===== src/rtl/vga_sync_gen.sv =====
// vga_sync_gen -- VGA horizontal/vertical timing generator.
//
// Purpose: runs one SYNC -> BACK -> ACTIVE -> FRONT state machine per axis,
// advancing on pix_en ticks, and presents registered counts and flags that
// always describe the same pixel position.
//
// Ports:
//   clk            system clock, all state changes on its rising edge
//   rst_n          asynchronous active-low reset
//   pix_en         pixel tick qualifier
//   count_h        horizontal position, 0 = first sync pixel
//   count_v        vertical line, 0 = first sync line
//   h_sync, v_sync active-low sync pulses
//   active         high inside the visible region of both axes
//   frame_start    one-cycle pulse when the position wraps to (0,0)
//   h/v_left/right_margin  constant visible-region bounds (inclusive)
//   frame_cnt      frame counter, live only with VGA_FRAME_CNT_EN defined
//
// Configuration macro: VGA_FRAME_CNT_EN (undefined -> frame_cnt tied to 0).
// The width parameters REZ_MAX_WIDTH and *_MARGIN_WIDTH are the shared
// width set used by the downstream colour-assignment stage.
//
// state  | meaning
// SYNC   | sync pulse asserted (low)
// BACK   | back porch
// ACTIVE | visible pixels / lines
// FRONT  | front porch
module vga_sync_gen #(
  parameter int H_SYNC          = 96,
  parameter int H_BP            = 48,
  parameter int H_ACTIVE        = 640,
  parameter int H_FP            = 16,
  parameter int V_SYNC          = 2,
  parameter int V_BP            = 33,
  parameter int V_ACTIVE        = 480,
  parameter int V_FP            = 10,
  parameter int REZ_MAX_WIDTH   = 10,
  parameter int HL_MARGIN_WIDTH = 8,
  parameter int HR_MARGIN_WIDTH = 10,
  parameter int VL_MARGIN_WIDTH = 6,
  parameter int VR_MARGIN_WIDTH = 10
) (
  input  logic                       clk,
  input  logic                       rst_n,
  input  logic                       pix_en,
  output logic [REZ_MAX_WIDTH-1:0]   count_h,
  output logic [REZ_MAX_WIDTH-1:0]   count_v,
  output logic                       h_sync,
  output logic                       v_sync,
  output logic                       active,
  output logic                       frame_start,
  output logic [HL_MARGIN_WIDTH-1:0] h_left_margin,
  output logic [HR_MARGIN_WIDTH-1:0] h_right_margin,
  output logic [VL_MARGIN_WIDTH-1:0] v_left_margin,
  output logic [VR_MARGIN_WIDTH-1:0] v_right_margin,
  output logic [7:0]                 frame_cnt
);

  localparam int H_TOTAL = H_SYNC + H_BP + H_ACTIVE + H_FP;
  localparam int V_TOTAL = V_SYNC + V_BP + V_ACTIVE + V_FP;

  localparam logic [REZ_MAX_WIDTH-1:0] H_SYNC_END = REZ_MAX_WIDTH'(H_SYNC - 1);
  localparam logic [REZ_MAX_WIDTH-1:0] H_BACK_END = REZ_MAX_WIDTH'(H_SYNC + H_BP - 1);
  localparam logic [REZ_MAX_WIDTH-1:0] H_ACT_END  = REZ_MAX_WIDTH'(H_SYNC + H_BP + H_ACTIVE - 1);
  localparam logic [REZ_MAX_WIDTH-1:0] H_LAST     = REZ_MAX_WIDTH'(H_TOTAL - 1);
  localparam logic [REZ_MAX_WIDTH-1:0] V_SYNC_END = REZ_MAX_WIDTH'(V_SYNC - 1);
  localparam logic [REZ_MAX_WIDTH-1:0] V_BACK_END = REZ_MAX_WIDTH'(V_SYNC + V_BP - 1);
  localparam logic [REZ_MAX_WIDTH-1:0] V_ACT_END  = REZ_MAX_WIDTH'(V_SYNC + V_BP + V_ACTIVE - 1);
  localparam logic [REZ_MAX_WIDTH-1:0] V_LAST     = REZ_MAX_WIDTH'(V_TOTAL - 1);

  localparam logic [1:0] ST_SYNC   = 2'd0;
  localparam logic [1:0] ST_BACK   = 2'd1;
  localparam logic [1:0] ST_ACTIVE = 2'd2;
  localparam logic [1:0] ST_FRONT  = 2'd3;

  logic [1:0]               h_state, v_state;
  logic [1:0]               h_state_nxt, v_state_nxt;
  logic                     h_end, v_end, h_wrap, v_wrap;
  logic [REZ_MAX_WIDTH-1:0] count_h_nxt, count_v_nxt;
  // Cleared by reset; the first pix_en tick afterwards only presents (0,0).
  logic                     started;

  assign h_left_margin  = HL_MARGIN_WIDTH'(H_SYNC + H_BP);
  assign h_right_margin = HR_MARGIN_WIDTH'(H_SYNC + H_BP + H_ACTIVE - 1);
  assign v_left_margin  = VL_MARGIN_WIDTH'(V_SYNC + V_BP);
  assign v_right_margin = VR_MARGIN_WIDTH'(V_SYNC + V_BP + V_ACTIVE - 1);

  always_comb begin
    h_end = 1'b0;
    case (h_state)
      ST_SYNC:   h_end = (count_h == H_SYNC_END);
      ST_BACK:   h_end = (count_h == H_BACK_END);
      ST_ACTIVE: h_end = (count_h == H_ACT_END);
      default:   h_end = (count_h == H_LAST);
    endcase
    // The 2-bit encoding wraps FRONT back to SYNC.
    h_state_nxt = h_end ? h_state + 2'd1 : h_state;
    h_wrap      = (count_h == H_LAST);
    count_h_nxt = h_wrap ? '0 : count_h + REZ_MAX_WIDTH'(1);

    v_end = 1'b0;
    case (v_state)
      ST_SYNC:   v_end = (count_v == V_SYNC_END);
      ST_BACK:   v_end = (count_v == V_BACK_END);
      ST_ACTIVE: v_end = (count_v == V_ACT_END);
      default:   v_end = (count_v == V_LAST);
    endcase
    v_wrap      = (count_v == V_LAST);
    // The vertical axis only moves on the tick that ends a line.
    v_state_nxt = (h_wrap && v_end) ? v_state + 2'd1 : v_state;
    count_v_nxt = !h_wrap ? count_v : (v_wrap ? '0 : count_v + REZ_MAX_WIDTH'(1));
  end

  // Flags are registered from the same next-state values as the counts,
  // so counts and flags change together.
  always_ff @(posedge clk or negedge rst_n) begin
    if (!rst_n) begin
      count_h     <= '0;
      count_v     <= '0;
      h_state     <= ST_SYNC;
      v_state     <= ST_SYNC;
      h_sync      <= 1'b0;
      v_sync      <= 1'b0;
      active      <= 1'b0;
      frame_start <= 1'b0;
      started     <= 1'b0;
    end else begin
      frame_start <= 1'b0;
      if (pix_en) begin
        if (!started) begin
          started <= 1'b1;
        end else begin
          count_h     <= count_h_nxt;
          count_v     <= count_v_nxt;
          h_state     <= h_state_nxt;
          v_state     <= v_state_nxt;
          h_sync      <= (h_state_nxt != ST_SYNC);
          v_sync      <= (v_state_nxt != ST_SYNC);
          active      <= (h_state_nxt == ST_ACTIVE) && (v_state_nxt == ST_ACTIVE);
          frame_start <= h_wrap && v_wrap;
        end
      end
    end
  end

`ifdef VGA_FRAME_CNT_EN
  always_ff @(posedge clk or negedge rst_n) begin
    if (!rst_n) begin
      frame_cnt <= 8'd0;
    end else if (pix_en && started && h_wrap && v_wrap) begin
      frame_cnt <= frame_cnt + 8'd1;
    end
  end
`else
  assign frame_cnt = 8'd0;
`endif

endmodule


===== config.mk =====
export PLATFORM = sky130hd
export DESIGN_NAME = vga_sync_gen
export DESIGN_NICKNAME = d
export VERILOG_FILES = /design/src/rtl/vga_sync_gen.sv
export SDC_FILE = /design/constraint.sdc
export NUM_CORES = 1
export LEC_CHECK = 0
export ABC_AREA = 1
export CAP_MARGIN = 15
export CORE_MARGIN = 2
export CORE_UTILIZATION = 46
export CTS_CLUSTER_DIAMETER = 80
export DETAILED_ROUTE_END_ITERATION = 7
export HOLD_SLACK_MARGIN = 0.1
export PLACE_DENSITY = 0.77
export SETUP_SLACK_MARGIN = 0.3
export SYNTH_ARGS = -nofsm -noshare
export SYNTH_HDL_FRONTEND = slang
export SYNTH_SLANG_ARGS = --single-unit

===== constraint.sdc =====
create_clock -name clk -period 1.9 [get_ports clk]
set_input_delay 0.285 -clock clk [delete_from_list [all_inputs] [get_ports clk]]
set_output_delay 0.285 -clock clk [all_outputs]
set_load 0.1 [all_outputs]

==> metrics.sh, run 1 <==
MULTI_INPUT_COMB_AREA_UM2=1210
DRT-VIAS-PER-INSTANCE=4.92
GRT_OVF=0
ROUTED_WIRE_LENGTH_PER_INSTANCE_UM=12.9
CLOCK-SINKS=29
FINALHOLDVIOLCOUNT=0
SETUP.WORST_PATH.END_CLASS='register'
SETUP-VIOLATIONS-FINAL=0
SYNTH.TOP_CELLS.BY_COUNT='50 x sky130_fd_sc_hd__nand2_1, 42 x sky130_fd_sc_hd__buf_4, 29 x sky130_fd_sc_hd__dfrtp_1'
DIE_X_UM=71.0
POST_SYNTH_NUM_CELL_TYPES=29
MAX-CAP-VIOLATIONS=0
SYNTHDOMINANTAREACELLTYPE='sky130_fd_sc_hd__dfrtp_1'
SEQUENTIAL_CELL_AREA_FRACTION_IN_THE_YOSYS_REPORT_PCT=35.2
PLACE.DETAILED.INSTANCES=344
WORST_EP_ARRIVAL_TIME_NS=1.86
P_PER_CELL_AREA_nW_PER_UM2=1230
PIN_COUNT_OF_THE_BIGGEST_NET_ENTERING_GLOBAL_ROUTING=30
CLK_PIN_SLEW_NS=0.07
SYNTH-WARNING-COUNT=0
HTREE_LEVELS=2
CRITICALPATHCATEGORY='register to register'
DR_TOTAL_VIAS=1888
REG2REG_FROM='h_state[0]'
SYN_INST=266
GP_CONGESTION=0.961
DETAIL_ROUTE.DRC_VIOLATIONS=0
SYNTH.AREA.TOP_CELLS='sky130_fd_sc_hd__dfrtp_1 35%, sky130_fd_sc_hd__buf_4 15%, sky130_fd_sc_hd__nand2_1 9.1%'
FIRSTDRTPASSITERS=4
SYNTH_MOST_COMMON_CELL='sky130_fd_sc_hd__nand2_1'
FINALWIRELENGTH_MM=4.95
TIMING.CLOCK.SKEW_NS=0.00647
FINAL_LAYOUT_SIZE_SUFFIX_GT1_SHARE_PCT=43.7
FINAL_ANT_VIOL_NETS=0
SYNTH_ENABLE_FLOP_CELLS=0
TNS_SETUP_NS=0
WORST_HOLD_PATH_TYPE='input port to asynchronous set/reset pin'
IOPINCOUNT=69
ANTENNA_FOUND_INITIAL=0
LAYOUT.NETS=343
OUTCOME='complete, no violations'
ROOT_BUFFER='sky130_fd_sc_hd__clkbuf_8'
WORST_R2R_ENDPOINT='active'
TOTAL_DIE_AREA_UM2=5040
WORST_EP_REQUIRED_TIME_NS=2.08
DETAILED_PLACE_HPWL_MM=3.02
DIE_HEIGHT_UM=71.0
NETLIST_AREA_UM2=2060
P_LEAK_nW=1.36
GRT_FIRST_PASS_WIRELENGTH_MM=7.32
FINAL_CELLS=384
FLOW.AREA_GROWTH_FROM_SYNTHESIS_PCT=35.2
SEQCELLAREA_UM2=777
ASYNC_SET_OR_RESET_FLOP_FRACTION_IN_THE_SYNTHESIZED_NETLIST_PCT=100
GRT_PASS1_VIAS=1562
SYNTH_AREA_PER_CELL_UM2=7.76
YOSYS_REGISTER_BITS=29
UNREPAIRED_SETUP_ENDPOINTS_AFTER_GLOBAL_ROUTING='yes'
TRACK_USAGE_PCT=18.5
POSTSYNTH.TOPFLOPCELL='sky130_fd_sc_hd__dfrtp_1'
MAXSLEWVIOLCOUNT=0
CLOCKBUFFERDEPTH=2
NUM_ROWS=24
WORSTREGTOREGCELLS=12
TOTAL_INSERTED_ANTENNA_CELLS=0
CLOCK_LATENCY_NS=0.29
SETUP.WORST_PATH.START='h_state[0]'
FIRST_ITER_VIOLATIONS=72
CRITPATHMAXFANOUT=5
FILLERS=352
SETUP.REG_TO_REG.WORST_SLACK_NS=0.22
NUMCTSBUFFERS=5
TIMING.CRITICAL_PATH.FROM_TYPE='register'
SYNTHDOMINANTCELLAREASHARE_PCT=35.2
CTS_HOLD_BUF=0
MIN_PERIOD_NS=1.68
IO_BUFFERS=26
ACHIEVABLE-FREQUENCY_MHz=595
CORE_AREA_UM2=4320
INITIAL_STANDARD_CELL_UTILIZATION_OF_THE_CORE_PCT=47.7
IRDROPWORSTVDD_mV=1.02
CTS_TREE='yes'
FIN_CRIT_SH_PCT=88.5
how the worst max path moves through the flow:
| stage | to | slack, ns | depth (start not counted) |
|---|---|---|---|
| 2_1_floorplan | count_v[8] | 0.09 | 9 |
| 3_3_place_gp | count_v[9] | 0.14 | 10 |
| 3_5_place_dp | count_h[9] | 0.12 | 8 |
| 4_1_cts | count_v[9] | 0.28 | 11 |
| 5_1_grt | active | 0.07 | 12 |
| 6_report | active | 0.22 | 12 |
repair_timing:
action                     4_1_cts  5_1_grt
setup endpoints to repair       15       23
resized for setup               14       31
pin swaps                       10       23
gates cloned                     0        0
setup buffers                   18       14
metal layers:
| layer | wire length, um | vias up | GRT usage [%] |
|---|---|---|---|
| li1 | - | 895 | - |
| met3 | 301 | 12 | 5.56 |
| met1 | 2010 | 909 | 23.6 |
| met5 | 0 | - | 0 |
| met2 | 2550 | 72 | 29.2 |
| met4 | 93 | 0 | 7.97 |
cell type report:
type | count | share of cell area (%)
clock buffers | 7 | 3.45
clock inverters | 1 | 0.179
inverters | 32 | 4.89
multi-input cells | 202 | 43.5
flip-flops and latches | 29 | 27.8
well taps | 52 | 2.33
repair buffers | 61 | 17.8
power breakdown:
group | internal, mW | total, mW | switching, mW | leakage [nW]
logic | 0.467 | 1.92 | 1.45 | 0.981
clock network | 0.327 | 0.578 | 0.251 | 0.0542
registers | 0.766 | 0.924 | 0.159 | 0.327
flip-flops by register name, indices dropped and copies added, names as in the netlist:
| register | count |
|---|---|
| count_h | 10 |
| active | 1 |
| h_sync | 1 |
| h_state | 2 |
| v_sync | 1 |
| frame_start | 1 |
| started | 1 |
| v_state | 2 |
| count_v | 10 |
worst max-delay path, stage by stage, from the launching register on:
cell and delay [ns]:
sky130_fd_sc_hd__dfrtp_1 0.41, sky130_fd_sc_hd__inv_2 0.08, sky130_fd_sc_hd__ha_4 0.32, sky130_fd_sc_hd__nand2_2 0.08
sky130_fd_sc_hd__a21boi_1 0.13, sky130_fd_sc_hd__nor2_1 0.10, sky130_fd_sc_hd__nand2_1 0.09, sky130_fd_sc_hd__nand2_1 0.08
sky130_fd_sc_hd__nand2_1 0.07, sky130_fd_sc_hd__nand2_2 0.08, sky130_fd_sc_hd__nor2_1 0.04, sky130_fd_sc_hd__nand3_1 0.06
sky130_fd_sc_hd__nand2_1 0.05
kinds of logic (layout without fill, tap and decap cells):
logic type / after synthesis / in the layout / synth area share, %
simple gates: 119 / 119 / 28.2
buf+inv: 75 / 101 / 21.3
flops: 29 / 29 / 35.2
compound gates: 25 / 25 / 6.61
fa+ha+maj: 9 / 9 / 5.45
xor+xnor: 7 / 7 / 2.97
other cells: 2 / 42 / 0.364
per-stage QoR:
step                      setup slack, ns  total power [mW]  hold slack (ns)  utilization (%)  cell area, um^2
after floorplan                    0.0871              2.33          -0.0106                -             2310
after global placement              0.143              2.59            0.473             53.4             2310
after detailed placement            0.116              2.60            0.473             53.4             2310
after CTS                           0.281              3.31            0.397             60.1             2600
after global routing               0.0719              3.56            0.412             64.5             2790
final                               0.219              3.42            0.385             64.5             2790
cells in the final DEF, fill, tap and decap left out, drive strengths merged, types with 2 or more instances in the layout:
cell type,Yosys,layout
a21oi,12,12
buf,42,59
clkbuf,1,7
clkdlybuf4s50,0,2
clkinv,0,2
conb,2,42
dfrtp,29,29
ha,9,9
inv,32,30
nand2,52,52
nand3,26,26
nand4,2,2
nor2,29,29
nor3,6,6
nor3b,2,2
o21ai,10,10
xor2,6,6
Power figures use the tool's default switching activity.
==> inputs of run 2 (changes only) <==
- CAP_MARGIN: 15 -> 10
==> results of run 2 <==
Same layout as run 1: the final DEF is identical, and so are final timing and power.
==> inputs of run 3 (changes only) <==
- MAX_ROUTING_LAYER: default -> met4
==> run 3 against run 2 <==
- highest routed layer unchanged
- setup slack better by 0.0043 ns
- count of clock-buffer cells in the layout stayed put
- clock skew is 0.0058 ns higher
- clock power hardly changed
- critical path depth is 2 lower
- global-route usage is 0.75 points higher
- worst hold slack worse by 0.0094 ns
- register-to-register slack hardly changed
- sequential power is 0.9% higher
- fmax is 0.25% higher
- non-clock buffer count is 8 lower
- critical endpoint is now v_sync
==> metrics.sh, run 3 (synthesized netlist as in run 1, its figures left out) <==
CLOCK_LATENCY_NS=0.29  # about the same
ANTENNA_FOUND_INITIAL=0  # unchanged
DETAILED_PLACE.AREA_UM2=2310  # unchanged
GRT_PASS1_VIAS=1656  # +6.0%
FINAL_LAYOUT_SIZE_SUFFIX_GT1_SHARE_PCT=44.1  # +0.46 points
REG_TOP3='count_h (10), count_v (10)'
IOPINCOUNT=69  # unchanged
DIE_HEIGHT_UM=71.0  # unchanged
NUMCTSBUFFERS=5  # unchanged
ACHIEVABLE-FREQUENCY_MHz=596  # +0.25%
WORSTREGTOREGCELLS=10  # -2
FINALWIRELENGTH_MM=4.91  # -0.79%
MAX-CAP-VIOLATIONS=0  # unchanged
OUTCOME='complete, no violations'
FINAL_ANT_VIOL_NETS=0  # unchanged
ROUTED_WIRE_LENGTH_PER_INSTANCE_UM=13.1  # +1.3%
FINALHOLDVIOLCOUNT=0  # unchanged
PLACE.DETAILED.INSTANCES=344  # unchanged
MIN_PERIOD_NS=1.68  # -0.00426 ns
IRDROPWORSTVDD_mV=0.999  # -1.8%
P_LEAK_nW=1.36  # -0.51%
TIMING.CLOCK.SKEW_NS=0.0123  # +0.00581 ns
REG2REG_FROM='count_v[0]'
TRACK_USAGE_PCT=19.3  # +0.75 points
FLOW.AREA_GROWTH_FROM_SYNTHESIS_PCT=34.2
FINAL_CELLS=376  # -2.1%
DRT-VIAS-PER-INSTANCE=4.93  # +0.18%
SETUP.REG_TO_REG.WORST_SLACK_NS=0.22  # about the same
CLK_PIN_SLEW_NS=0.07  # about the same
PIN_COUNT_OF_THE_BIGGEST_NET_ENTERING_GLOBAL_ROUTING=30  # unchanged
FIRST_ITER_VIOLATIONS=67  # -6.9%
LAYOUT.CELLS.MOST_COMMON_LIST='44 x sky130_fd_sc_hd__buf_4, 42 x sky130_fd_sc_hd__conb_1, 40 x sky130_fd_sc_hd__nand2_1'
SETUP-VIOLATIONS-FINAL=0  # unchanged
TNS_SETUP_NS=0  # unchanged
CORE_AREA_UM2=4320  # unchanged
MOSTFREQUENTLAYOUTCELL='sky130_fd_sc_hd__buf_4'
FIRSTDRTPASSITERS=4  # unchanged
CTS_TREE='yes'
GP_CONGESTION=0.925  # -3.7%
WORST_EP_ARRIVAL_TIME_NS=1.84  # -0.02 ns
CLOCKBUFFERDEPTH=2  # unchanged
WORST_EP_REQUIRED_TIME_NS=2.07  # about the same
HTREE_LEVELS=2  # unchanged
POST-ROUTE-CELL-AREA_UM2=2770  # -0.67%
NUM_ROWS=24  # unchanged
DIE_X_UM=71.0  # unchanged
DR_TOTAL_VIAS=1852  # -1.9%
P_PER_CELL_AREA_nW_PER_UM2=1230  # about the same
DETAILED_PLACE_HPWL_MM=3.05  # +1.2%
CRITICALPATHCATEGORY='register to register'
IO_BUFFERS=26  # unchanged
UNREPAIRED_SETUP_ENDPOINTS_AFTER_GLOBAL_ROUTING='yes'
DETAIL_ROUTE.DRC_VIOLATIONS=0  # unchanged
SETUP.WORST_PATH.END_CLASS='register'
SETUP.WORST_PATH.START='count_v[0]'
WORST_R2R_ENDPOINT='v_sync'
CRITPATHMAXFANOUT=4  # -1
LAYOUT.NETS=335  # -2.3%
MAXSLEWVIOLCOUNT=0  # unchanged
ROOT_BUFFER='sky130_fd_sc_hd__clkbuf_8'
WORST_HOLD_PATH_TYPE='input port to asynchronous set/reset pin'
GRT_OVF=0  # unchanged
FIN_CRIT_SH_PCT=88.3  # -0.22 points
GRT_FIRST_PASS_WIRELENGTH_MM=7.49  # +2.4%
TIMING.CRITICAL_PATH.FROM_TYPE='register'
TOTAL_INSERTED_ANTENNA_CELLS=0  # unchanged
INITIAL_STANDARD_CELL_UTILIZATION_OF_THE_CORE_PCT=47.7  # unchanged
POWER.TOTAL_mW=3.40  # -0.61%
TOTAL_DIE_AREA_UM2=5040  # unchanged
CTS_HOLD_BUF=0  # unchanged
CLOCK-SINKS=29  # unchanged
[run 3: layout make-up]
cell class | instances | area [um^2]
clock buffers | 7 | 96.3
fillers | 343 | 1550
well taps | 52 | 65.1
clock inverters | 1 | 5.00
multi-input cells | 202 | 1250
repair buffers | 53 | 447
inverters | 32 | 134
flip-flops and latches | 29 | 778
[run 3: what timing repair did]
| action | CTS | global route |
|---|---|---|
| resized for setup | 11 | 47 |
| endpoints found under the setup margin | 15 | 18 |
| pin swaps | 10 | 21 |
| setup buffers | 15 | 9 |
[run 3: worst max path at each step]
stage	endpoint	slack (ns)	cells past startpoint
CTS	v_sync	0.26	10
finish	v_sync	0.22	10
global route	v_sync	0.13	10
detailed placement	count_h[9]	0.10	8
floorplan	count_v[8]	0.09	9
global placement	count_v[9]	0.14	10
[run 3: critical path, stage by stage, from the launching register on]
cell                      delay, ns
sky130_fd_sc_hd__dfrtp_4       0.50
sky130_fd_sc_hd__inv_4         0.08
sky130_fd_sc_hd__ha_4          0.13
sky130_fd_sc_hd__nand2_4       0.05
sky130_fd_sc_hd__nor2_4        0.11
sky130_fd_sc_hd__nand2_2       0.09
sky130_fd_sc_hd__a21oi_4       0.19
sky130_fd_sc_hd__nand2_2       0.10
sky130_fd_sc_hd__xor2_1        0.15
sky130_fd_sc_hd__nand2_1       0.08
sky130_fd_sc_hd__nand3_1       0.07
[run 3: per-layer routing]
layer  wire, um  track usage [%]  vias to the layer above
met5          0                -                        -
met4        131             8.60                        0
met3        254             4.99                       17
met2       2490             30.9                       62
met1       2030             22.7                      895
li1           -                -                      878
[run 3: stage by stage]
step | setup WS [ns] | hold WS (ns) | util [%]
after detailed placement | 0.102 | 0.473 | 53.4
final | 0.223 | 0.376 | 64.1
after global placement | 0.143 | 0.473 | 53.4
after floorplan | 0.0871 | -0.0106 | -
after CTS | 0.259 | 0.393 | 59.0
after global routing | 0.131 | 0.405 | 64.1
[run 3: report_power, final]
part / switching, mW / total [mW] / internal (mW)
logic: 1.44 / 1.89 / 0.447
clock network: 0.252 / 0.579 / 0.327
registers: 0.165 / 0.932 / 0.767
total: 1.86 / 3.40 / 1.54
